**src/rtl/oursring_rr_req_arb.sv**
```systemverilog
// oursring_rr_req_arb: AW/W and AR request arbiter for N_IN_PORT masters, combinational grant.
// Define OURSRING_RR_ARB_EN for round-robin pointers; undefined gives fixed priority (port 0 highest).
module oursring_rr_req_arb #(
  parameter int N_IN_PORT = 3,
  localparam int SEL_W = $clog2(N_IN_PORT)
) (
  input  logic                 clk,
  input  logic                 rstn,
  input  logic [N_IN_PORT-1:0] i_awvalid,
  input  logic [N_IN_PORT-1:0] i_wvalid,
  input  logic [N_IN_PORT-1:0] i_wlast,
  input  logic [N_IN_PORT-1:0] i_arvalid,
  output logic [N_IN_PORT-1:0] i_awready,
  output logic [N_IN_PORT-1:0] i_wready,
  output logic [N_IN_PORT-1:0] i_arready,
  input  logic                 o_awready,
  input  logic                 o_wready,
  input  logic                 o_arready,
  output logic                 o_awvalid,
  output logic                 o_wvalid,
  output logic                 o_wlast,
  output logic                 o_arvalid,
  output logic [SEL_W-1:0]     o_w_sel,
  output logic [SEL_W-1:0]     o_ar_sel,
  output logic                 o_busy_w
);

`ifdef OURSRING_RR_ARB_EN
  localparam bit RR_EN = 1'b1;
`else
  localparam bit RR_EN = 1'b0;
`endif

  localparam logic [0:0] W_IDLE  = 1'b0;
  localparam logic [0:0] W_BURST = 1'b1;

  logic [0:0]           w_state_q, w_state_d;
  logic [SEL_W-1:0]     w_ptr_q, w_ptr_d;
  logic [SEL_W-1:0]     ar_ptr_q, ar_ptr_d;
  logic [SEL_W-1:0]     lock_q, lock_d;
  logic                 aw_hold_q, aw_hold_d;
  logic [SEL_W-1:0]     aw_hold_idx_q, aw_hold_idx_d;
  logic                 ar_hold_q, ar_hold_d;
  logic [SEL_W-1:0]     ar_hold_idx_q, ar_hold_idx_d;

  logic [N_IN_PORT-1:0] aw_req;
  logic [SEL_W-1:0]     w_idx, ar_idx;
  logic [N_IN_PORT-1:0] awready_c, wready_c, arready_c;
  logic                 awvalid_c, wvalid_c, wlast_c, arvalid_c;
  logic [SEL_W-1:0]     w_sel_c;

  function automatic logic [SEL_W-1:0] next_ptr(input logic [SEL_W-1:0] idx);
    if (32'(idx) == 32'(N_IN_PORT - 1)) return '0;
    else return idx + SEL_W'(1);
  endfunction

  // First requesting port at or after ptr, wrapping modulo N_IN_PORT.
  function automatic logic [SEL_W-1:0] rr_pick(input logic [N_IN_PORT-1:0] req,
                                               input logic [SEL_W-1:0]     ptr);
    logic [SEL_W-1:0] pick;
    logic [SEL_W-1:0] kk;
    logic             hit;
    pick = '0;
    hit  = 1'b0;
    for (int unsigned i = 0; i < N_IN_PORT; i++) begin
      kk = SEL_W'((32'(ptr) + i) % 32'(N_IN_PORT));
      if (!hit && req[kk]) begin
        hit  = 1'b1;
        pick = kk;
      end
    end
    return pick;
  endfunction

  always_comb begin
    w_state_d     = w_state_q;
    w_ptr_d       = w_ptr_q;
    lock_d        = lock_q;
    aw_hold_d     = 1'b0;
    aw_hold_idx_d = aw_hold_idx_q;
    aw_req        = i_awvalid & i_wvalid;
    w_idx         = aw_hold_q ? aw_hold_idx_q : rr_pick(aw_req, w_ptr_q);
    awready_c     = '0;
    wready_c      = '0;
    awvalid_c     = 1'b0;
    wvalid_c      = 1'b0;
    wlast_c       = 1'b0;
    w_sel_c       = w_idx;
    case (w_state_q)
      W_IDLE: begin
        // AW and W are only offered together so both handshake in the same cycle.
        awvalid_c = aw_req[w_idx];
        wvalid_c  = aw_req[w_idx];
        wlast_c   = aw_req[w_idx] & i_wlast[w_idx];
        if (aw_req[w_idx]) begin
          awready_c[w_idx] = o_awready & o_wready;
          wready_c[w_idx]  = o_awready & o_wready;
          if (o_awready && o_wready) begin
            if (i_wlast[w_idx]) begin
              w_ptr_d = RR_EN ? next_ptr(w_idx) : '0;
            end else begin
              w_state_d = W_BURST;
              lock_d    = w_idx;
            end
          end else begin
            aw_hold_d     = 1'b1;
            aw_hold_idx_d = w_idx;
          end
        end
      end
      default: begin
        w_sel_c          = lock_q;
        wvalid_c         = i_wvalid[lock_q];
        wlast_c          = i_wlast[lock_q];
        wready_c[lock_q] = o_wready;
        if (i_wvalid[lock_q] && o_wready && i_wlast[lock_q]) begin
          w_state_d = W_IDLE;
          w_ptr_d   = RR_EN ? next_ptr(lock_q) : '0;
        end
      end
    endcase
  end

  always_comb begin
    ar_ptr_d      = ar_ptr_q;
    ar_idx        = ar_hold_q ? ar_hold_idx_q : rr_pick(i_arvalid, ar_ptr_q);
    arvalid_c     = i_arvalid[ar_idx];
    arready_c     = '0;
    ar_hold_d     = arvalid_c & ~o_arready;
    ar_hold_idx_d = ar_idx;
    if (arvalid_c) begin
      arready_c[ar_idx] = o_arready;
      if (o_arready) ar_ptr_d = RR_EN ? next_ptr(ar_idx) : '0;
    end
  end

  always_ff @(posedge clk or negedge rstn) begin
    if (!rstn) begin
      w_state_q     <= W_IDLE;
      w_ptr_q       <= '0;
      ar_ptr_q      <= '0;
      lock_q        <= '0;
      aw_hold_q     <= 1'b0;
      aw_hold_idx_q <= '0;
      ar_hold_q     <= 1'b0;
      ar_hold_idx_q <= '0;
    end else begin
      w_state_q     <= w_state_d;
      w_ptr_q       <= w_ptr_d;
      ar_ptr_q      <= ar_ptr_d;
      lock_q        <= lock_d;
      aw_hold_q     <= aw_hold_d;
      aw_hold_idx_q <= aw_hold_idx_d;
      ar_hold_q     <= ar_hold_d;
      ar_hold_idx_q <= ar_hold_idx_d;
    end
  end

  // Outputs are gated by rstn so they read zero for the whole reset window.
  assign i_awready = {N_IN_PORT{rstn}} & awready_c;
  assign i_wready  = {N_IN_PORT{rstn}} & wready_c;
  assign i_arready = {N_IN_PORT{rstn}} & arready_c;
  assign o_awvalid = rstn & awvalid_c;
  assign o_wvalid  = rstn & wvalid_c;
  assign o_wlast   = rstn & wlast_c;
  assign o_arvalid = rstn & arvalid_c;
  assign o_w_sel   = {SEL_W{rstn}} & w_sel_c;
  assign o_ar_sel  = {SEL_W{rstn}} & ar_idx;
  assign o_busy_w  = rstn & (w_state_q == W_BURST);

endmodule

```
**config.mk**
```make
export PLATFORM = sky130hd
export DESIGN_NAME = oursring_rr_req_arb
export DESIGN_NICKNAME = d
export VERILOG_FILES = /design/src/rtl/oursring_rr_req_arb.sv
export SDC_FILE = /design/constraint.sdc
export NUM_CORES = 1
export LEC_CHECK = 0
export ABC_AREA = 1
export BUFFER_PORTS_ARGS = -buffer_cell sky130_fd_sc_hd__buf_4
export CORE_ASPECT_RATIO = 1.2
export CORE_MARGIN = 8
export CORE_UTILIZATION = 43
export DETAILED_ROUTE_END_ITERATION = 8
export GPL_TIMING_DRIVEN = 0
export PLACE_DENSITY = 0.86
export SETUP_SLACK_MARGIN = 0.4
export SYNTH_ARGS = -nofsm -noshare
export SYNTH_HDL_FRONTEND = slang
export SYNTH_SLANG_ARGS = --single-unit
```
**constraint.sdc**
```tcl
create_clock -name clk -period 1.3 [get_ports clk]
set_clock_uncertainty 0.2 [all_clocks]
set_input_delay 0.065 -clock clk [delete_from_list [all_inputs] [get_ports clk]]
set_output_delay 0.065 -clock clk [all_outputs]
set_load 0.005 [all_outputs]
```
==> flow_metrics.tcl, run 1 <==
set metrics [dict create \
    core-area_mm2 0.00200 \
    drt-total-wl_mm 3.33 \
    hold_class "in -> async" \
    relSlewSlack 0.721 \
    clk_path_buf_depth 2 \
    tns_ns -11.81 \
    avgSynthCellArea_um2 6.22 \
    path_max_fanout 5 \
    drt-pass1-iter-count 4 \
    syn_nets 158 \
    antennaDiodeCount 0 \
    seq_area_um2 226 \
    nets 211 \
    ir_drop_v 0.000952 \
    ioPinCount 35 \
    layout_common_cells "buf_4, nand2_1, inv_1" \
    area_growth_pct 66.0 \
    synth_top_family_by_area "simple AND/OR/NAND/NOR gates" \
    portBuffers 34 \
    fp-row-count 18 \
    antenna_found_initial 0 \
    viasPerCell 5.37 \
    initial_core_util 0.438 \
    hold_viol 15 \
    startpoint_type "flop" \
    grt_max_degree 10 \
    worst_pin_slew_ns 0.419 \
    status "finished with violations" \
    die-area_mm2 0.00375 \
    setup_viol 25 \
    leakage_nw 0.810 \
    wl_met3_um 178 \
    tritoncts "built" \
    yosys_warnings 0 \
    synth.top_cell.area_share 0.257 \
    synth_xor_xnor_area_share 0 \
    highest_layer "met4" \
    fp.dieW_um 57.2 \
    yosys.area.top_type "dfrtp_1" \
    criticalPathCategory "reg -> out" \
    reg2reg_from "aw_hold_q$_DFF_PN0_" \
    vias 1143 \
    hold_buffers 2 \
    layout.cells.non_filler 213 \
    syn_area_um2 877 \
    synthAdderAreaFrac 0 \
    dp_cells 195 \
    dpl.hpwl_mm 2.08 \
    holdWs_ns -0.253 \
    fin_ws_ns -0.686 \
    grt_pass1_wl_mm 4.97 \
    grtUsageTotal 0.165 \
    final_common_cell "buf_4" \
    cts_sinks 9 \
    synth_compound_area_frac 0.126 \
    drive_above_1_share 0.560 \
    yosysSeqAreaShare 0.257 \
    ant_nets 0 \
    multi_input_area_um2 671 \
    routedWlPerCell_um 15.6 \
    fillers 149 \
    synth_simple_gate_area_frac 0.504 \
    die_h_um 65.5 \
    synth_area_leaders "dfrtp_1, nand2_1, inv_1" \
    drc 0 \
    synthMuxAreaShare 0 \
    preCtsSetupSlack_ns -0.346 \
    synthesis.instances 141 \
    path_clk_slew_ns 0.07 \
    crit_start "aw_hold_q$_DFF_PN0_" \
    cts_root_buf "clkbuf_4" \
    rsz0062_at_grt "true" \
    cts_buffers 3 \
    wl_met1_mm 1.21 \
    fmax_mhz 503 \
    crit_path_end_kind "output pin" \
    fin_util 0.727 \
    ys_seq_elements 9 \
    insertion_delay_ns 0.28 \
    post-route-period-util 1.53 \
    fin_area_mm2 0.00146 \
    grt_pass1_vias 1187 \
    violations "negative hold slack, negative setup slack" \
    finalCriticalPeriod_ns 1.99 \
    power_density_mw_per_mm2 1220 \
    power_mw 1.77 \
    htree_levels 1 \
    required_ns 1.03 \
    drv_cap 0 \
    cp.arrival_ns 1.72 \
    slew_violations 0 \
    dr_wl_met2_mm 1.85 \
    ys_types 22 \
    drtIter0Drc 35 \
    grt_remaining_overflow 0 \
    gp_congestion 0.937 \
    dpl_cell_area_mm2 0.00117 \
]
==> state kept, by name, summed over array words and instances, names as in the netlist <==
signal,count
lock_q,2
aw_hold_idx_q,2
w_state_q,1
ar_hold_q,1
aw_hold_q,1
ar_hold_idx_q,2
==> critical path, stage by stage (launching register included) <==
cell and delay [ns]:
dfrtp_1 0.41, nand2_2 0.15, clkinv_2 0.08, nor2_1 0.11
nor2_1 0.08, nand2_1 0.08, nand3_2 0.12, nor2_1 0.14
nand2_1 0.09, nand2_1 0.07, buf_4 0.11
==> layer usage <==
| layer | track usage | vias up |
|---|---|---|
| met4 | 0.0846 | 0 |
| met1 | 0.164 | 543 |
| met5 | 0 | - |
| met3 | 0.0332 | 9 |
| met2 | 0.315 | 46 |
| li1 | - | 545 |
==> cells by family (layout without fill, tap and decap cells) <==
kind of cell	count (synthesis)	in the layout
AO/OA/AOI/OAI	17	17
buffers and inverters	26	78
flip-flops	9	9
AND/OR/NAND/NOR	89	89
==> power breakdown <==
| group | switching (mW) | internal, mW | leakage, nW |
|---|---|---|---|
| Clock | 0.110 | 0.114 | 0.0177 |
| Combinational | 0.617 | 0.461 | 0.675 |
| Sequential | 0.104 | 0.368 | 0.116 |
| Total | 0.831 | 0.943 | 0.810 |
==> cell type report <==
type	count	share of cell area
Clock inverter	1	0.00344
Tap cell	20	0.0172
Multi-Input combinational cell	106	0.460
Clock buffer	3	0.0155
Timing Repair Buffer	48	0.278
Sequential cell	9	0.155
Inverter	26	0.0696
==> worst paths after layout <==
kind	end	slack (ns)	cells past startpoint
worst min-delay path	ar_hold_q$_DFF_PN0_	-0.25	2
worst max register to register	aw_hold_idx_q[0]$_DFFE_PN0P_	-0.36	11
min in group clk	ar_hold_idx_q[0]$_DFF_PN0_	-0.14	3
max in group asynchronous	w_state_q$_DFF_PN0_	0.82	2
worst max-delay path	i_wready[0]	-0.69	10
worst min register to register	aw_hold_idx_q[1]$_DFFE_PN0P_	0.31	2
==> cells in the mapped netlist (all sizes together) <==
cell type and number:
nand3 14, o21bai 2, nand2 48, o21ai 12, nor2 24, or2 1
o22ai 1, nand4 1, inv 25, a21oi 2, dfrtp 9, clkinv 1
or3 1
==> repair_timing <==
| item | in CTS | in global routing |
|---|---|---|
| pin swaps | 10 | 11 |
| setup buffers | 9 | 3 |
| endpoints found under the setup margin | 27 | 36 |
| hold endpoints to repair | 16 | 15 |
| gates resized for setup | 18 | 28 |
Note: power is estimated with default switching activity, not from simulation.
==> run 2: changes to the inputs <==
--- a/config.mk
+++ b/config.mk
@@ -12,8 +12,10 @@
 export CORE_UTILIZATION = 43
 export DETAILED_ROUTE_END_ITERATION = 8
 export GPL_TIMING_DRIVEN = 0
+export HOLD_SLACK_MARGIN = 0.12
 export PLACE_DENSITY = 0.86
 export SETUP_SLACK_MARGIN = 0.4
 export SYNTH_ARGS = -nofsm -noshare
 export SYNTH_HDL_FRONTEND = slang
 export SYNTH_SLANG_ARGS = --single-unit
+export TNS_END_PERCENT = 30
==> run 2 against run 1 <==
The run still ends with negative hold slack, negative setup slack left. Critical path depth is 1 higher. Clock-buffer cell count stayed put. Via count is 0.61% lower. Wire length is 0.81% higher. Sequential power hardly changed. Highest routed layer unchanged.
==> flow_metrics.tcl, run 2 (synthesized netlist as in run 1, its figures left out) <==
set metrics [dict create \
    setup_viol 25 \
    cp.arrival_ns 1.71 \
    die_h_um 65.5 \
    power_mw 1.80 \
    vias 1136 \
    hold_viol 14 \
    hold_class "in -> async" \
    status "finished with violations" \
    core-area_mm2 0.00200 \
    r2r_slack_ns -0.43 \
    clk_path_buf_depth 2 \
    ioPinCount 35 \
    path_max_fanout 6 \
    initial_core_util 0.438 \
    ir_drop_v 0.00103 \
    post-route-period-util 1.52 \
    dpl.hpwl_mm 2.06 \
    drc 0 \
    viasPerCell 5.26 \
    startpoint_type "flop" \
    fin_ws_ns -0.680 \
    crit_path_end_kind "output pin" \
    fillers 161 \
    antennaDiodeCount 0 \
    fmax_mhz 505 \
    holdWs_ns -0.258 \
    relSlewSlack 0.710 \
    preCtsSetupSlack_ns -0.338 \
    cts_root_buf "clkbuf_4" \
    finalCriticalPeriod_ns 1.98 \
    reg_top3 "ar_hold_idx_q x2, aw_hold_idx_q x2, lock_q x2" \
    grtUsageTotal 0.180 \
    slew_violations 0 \
    leakage_nw 0.817 \
    htree_levels 1 \
    path_clk_slew_ns 0.07 \
    grt_max_degree 10 \
    grt_remaining_overflow 0 \
    routedWlPerCell_um 15.5 \
    gp_congestion 0.879 \
    portBuffers 34 \
    power_density_mw_per_mm2 1250 \
    drv_cap 0 \
    insertion_delay_ns 0.27 \
    final_common_cell "buf_4" \
    tritoncts "built" \
    drt-pass1-iter-count 4 \
    drt-total-wl_mm 3.36 \
    grt_pass1_wl_mm 5.45 \
    multi_input_area_um2 646 \
    nets 214 \
    drtIter0Drc 66 \
    tns_ns -11.83 \
    grt_pass1_vias 1239 \
    criticalPathCategory "reg -> out" \
    ant_nets 0 \
    violations "negative hold slack, negative setup slack" \
    drive_above_1_share 0.536 \
    rsz0062_at_grt "true" \
    reg2reg_depth 9 \
    worst_pin_slew_ns 0.435 \
    hold_buffers 2 \
    area_growth_pct 63.2 \
    required_ns 1.03 \
    cts_sinks 9 \
    seq_area_um2 226 \
    antenna_found_initial 0 \
    die-area_mm2 0.00375 \
    fp-row-count 18 \
    fp.dieW_um 57.2 \
    layout_common_cells "buf_4, nand2_1, inv_1" \
    cts_buffers 3 \
]
-- run 2: cell count changes in the layout (fill, tap and decap cells not counted), moves of 2 or more --
cell | before | now
nand2_2 | 14 | 12
nand2_1 | 27 | 31
nand2_4 | 7 | 5
buf_6 | 10 | 4
buf_4 | 36 | 45
-- run 2: final cells by class --
class | instances | share of cell area
Multi-Input combinational cell | 106 | 0.451
Timing Repair Buffer | 51 | 0.283
Sequential cell | 9 | 0.158
Inverter | 26 | 0.0708
Tap cell | 20 | 0.0175
Clock buffer | 3 | 0.0157
Clock inverter | 1 | 0.00350
-- run 2: critical path, cell delays in order (launching register included) --
cell and delay, ns:
dfrtp_1 0.41, inv_2 0.10, nand2_4 0.07, o21ai_4 0.24, nor2_2 0.08, nand2_1 0.08
nand2_2 0.08, nand2_4 0.12, inv_4 0.04, nand2_2 0.06, nand2_2 0.05, buf_6 0.11
-- run 2: per-stage QoR --
step	util	cell area [um2]	std cells	hold slack, ns
2_1_floorplan	-	880	141	-0.431
3_3_place_gp	0.579	1160	195	-0.282
3_5_place_dp	0.579	1160	195	-0.281
4_1_cts	0.665	1330	211	-0.134
5_1_grt	0.714	1430	216	-0.231
6_report	0.714	1430	216	-0.258
-- run 2: path summary, 6_finish.rpt --
| check | start | endpoint |
|---|---|---|
| max in group asynchronous | rstn | w_state_q$_DFF_PN0_ |
| setup / recovery | aw_hold_q$_DFF_PN0_ | o_wlast |
| hold reg to reg | aw_hold_idx_q[1]$_DFFE_PN0P_ | aw_hold_idx_q[1]$_DFFE_PN0P_ |
| hold / removal | rstn | ar_hold_q$_DFF_PN0_ |
| min in group clk | i_arvalid[1] | ar_hold_idx_q[0]$_DFF_PN0_ |
| setup reg to reg | aw_hold_q$_DFF_PN0_ | lock_q[0]$_DFFE_PN0P_ |
-- run 2: per-layer routing --
| metal | vias to the layer above | routed length, um | share of wire | track usage |
|---|---|---|---|---|
| li1 | 551 | - | - | - |
| met1 | 514 | 1210 | 0.36 | 0.177 |
| met4 | 0 | 138 | 0.041 | 0.129 |
| met2 | 55 | 1740 | 0.52 | 0.319 |
| met3 | 16 | 268 | 0.080 | 0.0508 |
| met5 | - | 0 | 0 | 0 |
-- run 2: power breakdown --
part           internal, mW  total, mW  switching (mW)
Combinational         0.484       1.10           0.612
Clock                 0.114      0.227           0.113
Sequential            0.367      0.473           0.105
Total                 0.965       1.80           0.831
-- run 2: repair_timing --
action | CTS | global route
setup endpoints to repair | 27 | 28
pin swaps | 17 | 12
gates resized for setup | 18 | 20
setup buffers | 10 | 5
endpoints found under the hold margin | 18 | 17
==> run 3: changes to the inputs <==
--- a/config.mk
+++ b/config.mk
@@ -8,8 +8,9 @@
 export ABC_AREA = 1
 export BUFFER_PORTS_ARGS = -buffer_cell sky130_fd_sc_hd__buf_4
 export CORE_ASPECT_RATIO = 1.2
-export CORE_MARGIN = 8
+export CORE_MARGIN = 10
 export CORE_UTILIZATION = 43
+export CTS_CLUSTER_DIAMETER = 200
 export DETAILED_ROUTE_END_ITERATION = 8
 export GPL_TIMING_DRIVEN = 0
 export HOLD_SLACK_MARGIN = 0.12
==> run 3 against run 2 <==
The run still ends with negative hold slack, negative setup slack left. Hold slack gained 0.022 ns. Die area grew 14%. Sequential share of layout area grew 0.97 points. Critical path type unchanged. Critical path depth shrank 1. Largest cell class unchanged. Power shrank 7.4%.
==> flow_metrics.tcl, run 3 (synthesized netlist as in run 1, its figures left out) <==
set metrics [dict create \
    status "finished with violations" \
    violations "negative hold slack, negative setup slack" \
    antennaDiodeCount 0 \
    drt-total-wl_mm 2.93 \
    dpl.hpwl_mm 2.13 \
    viasPerCell 5.16 \
    fin_ws_ns -0.629 \
    setup_viol 24 \
    insertion_delay_ns 0.26 \
    ant_nets 0 \
    power_mw 1.66 \
    hold_class "in -> async" \
    crit_top_cell "nand2_1" \
    vias 1078 \
    core-area_mm2 0.00189 \
    post-route-period-util 1.48 \
    required_ns 1.03 \
    layout_common_cells "buf_4, nand2_1, inv_1" \
    leakage_nw 0.795 \
    portBuffers 34 \
    area_growth_pct 53.8 \
    power_density_mw_per_mm2 1230 \
    die_h_um 69.5 \
    tns_ns -10.76 \
    gp_congestion 0.892 \
    ioPinCount 35 \
    fp.dieW_um 61.2 \
    cts_root_buf "clkbuf_4" \
    hold_viol 14 \
    grtUsageTotal 0.136 \
    antenna_found_initial 0 \
    ir_drop_v 0.000945 \
    reg_top3 "ar_hold_idx_q x2, aw_hold_idx_q x2, lock_q x2" \
    drv_cap 0 \
    fillers 152 \
    worst_pin_slew_ns 0.433 \
    cp.arrival_ns 1.66 \
    reg2reg_from "aw_hold_q$_DFF_PN0_" \
    drive_above_1_share 0.484 \
    finalCriticalPeriod_ns 1.93 \
    drtIter0Drc 46 \
    grt_pass1_wl_mm 4.60 \
    drt-pass1-iter-count 4 \
    path_clk_slew_ns 0.06 \
    r2r_slack_ns -0.45 \
    drc 0 \
    nets 208 \
    cts_buffers 3 \
    fmax_mhz 518 \
    slew_violations 0 \
    hold_buffers 2 \
    grt_max_degree 10 \
    final_common_cell "buf_4" \
    path_cells "inv_2 > nand2_4 > nor2_2 > nor2_4 > nand2_1 > nand3_2 > nor2_1 > nand2_1 > nand2_1 > buf_4" \
    path_max_fanout 5 \
    routedWlPerCell_um 14.0 \
    grt_pass1_vias 1071 \
    crit_start "aw_hold_q$_DFF_PN0_" \
    initial_core_util 0.463 \
    cts_sinks 9 \
    die-area_mm2 0.00425 \
    max_stage_delay_ns 0.42 \
    tritoncts "built" \
    clk_path_buf_depth 2 \
    fp-row-count 17 \
    holdWs_ns -0.237 \
    htree_levels 1 \
    reg2reg_depth 11 \
    rsz0062_at_grt "true" \
    relSlewSlack 0.711 \
    preCtsSetupSlack_ns -0.361 \
    r2r-end "aw_hold_idx_q[0]$_DFFE_PN0P_" \
    fin_util 0.712 \
    criticalPathCategory "reg -> out" \
    startpoint_type "flop" \
    slowest_stage "dfrtp_1" \
    crit_path_end_kind "output pin" \
    grt_remaining_overflow 0 \
]
-- run 3: cell types whose count changed in the layout (fill, tap and decap cells not counted), moves of 2 or more --
cell,previous run,this run
o21ai_0,3,5
nor2_1,9,13
buf_4,45,42
nand2_2,12,10
buf_6,4,1
nor2_2,10,7
-- run 3: area by class of cell --
| class | instances | area (um2) | area share |
|---|---|---|---|
| clock buffer | 4 | 26.3 | 0.0195 |
| inverter | 26 | 101 | 0.0751 |
| multi-input combinational | 106 | 622 | 0.461 |
| sequential | 9 | 226 | 0.168 |
| tap | 19 | 23.8 | 0.0176 |
| timing repair buffer | 45 | 349 | 0.259 |
-- run 3: metrics by stage --
stage,area (um2),instances
4_1_cts,1300,206
6_report,1350,209
5_1_grt,1350,209
2_1_floorplan,880,141
3_3_place_gp,1160,194
3_5_place_dp,1160,194
-- run 3: worst max path at each step --
stage | to | slack (ns) | cells past startpoint
after global routing | i_wready[0] | -0.76 | 10
after detailed placement | o_wlast | -0.36 | 11
final | i_wready[0] | -0.63 | 10
after CTS | o_wlast | -0.61 | 11
after floorplan | lock_q[0]$_DFFE_PN0P_ | -0.11 | 8
after global placement | i_wready[0] | -0.31 | 9
-- run 3: power by group --
group	total (mW)	switching [mW]	internal, mW	leakage [nW]
Sequential	0.472	0.104	0.368	0.116
Clock	0.219	0.100	0.118	0.0150
Combinational	0.973	0.550	0.423	0.663
Total	1.66	0.754	0.909	0.795
-- run 3: worst max-delay path, delay by kind of cell, from the launching register on --
kind,cells,cell delay (ns)
flops,1,0.42
simple gates,8,0.76
buf+inv,2,0.22
-- run 3: repair_timing --
item,CTS,global route
pin swaps,9,7
setup endpoints to repair,27,36
endpoints found under the hold margin,18,18
resized for setup,17,9
buffers inserted,6,3
-- run 3: metal layers --
layer  GRT usage  share of wire  vias to the layer above
li1            -              -                      534
met2       0.219           0.49                       44
met3      0.0530          0.095                       16
met5           0              0                        -
met4      0.0907          0.058                        0
met1       0.138           0.36                      484
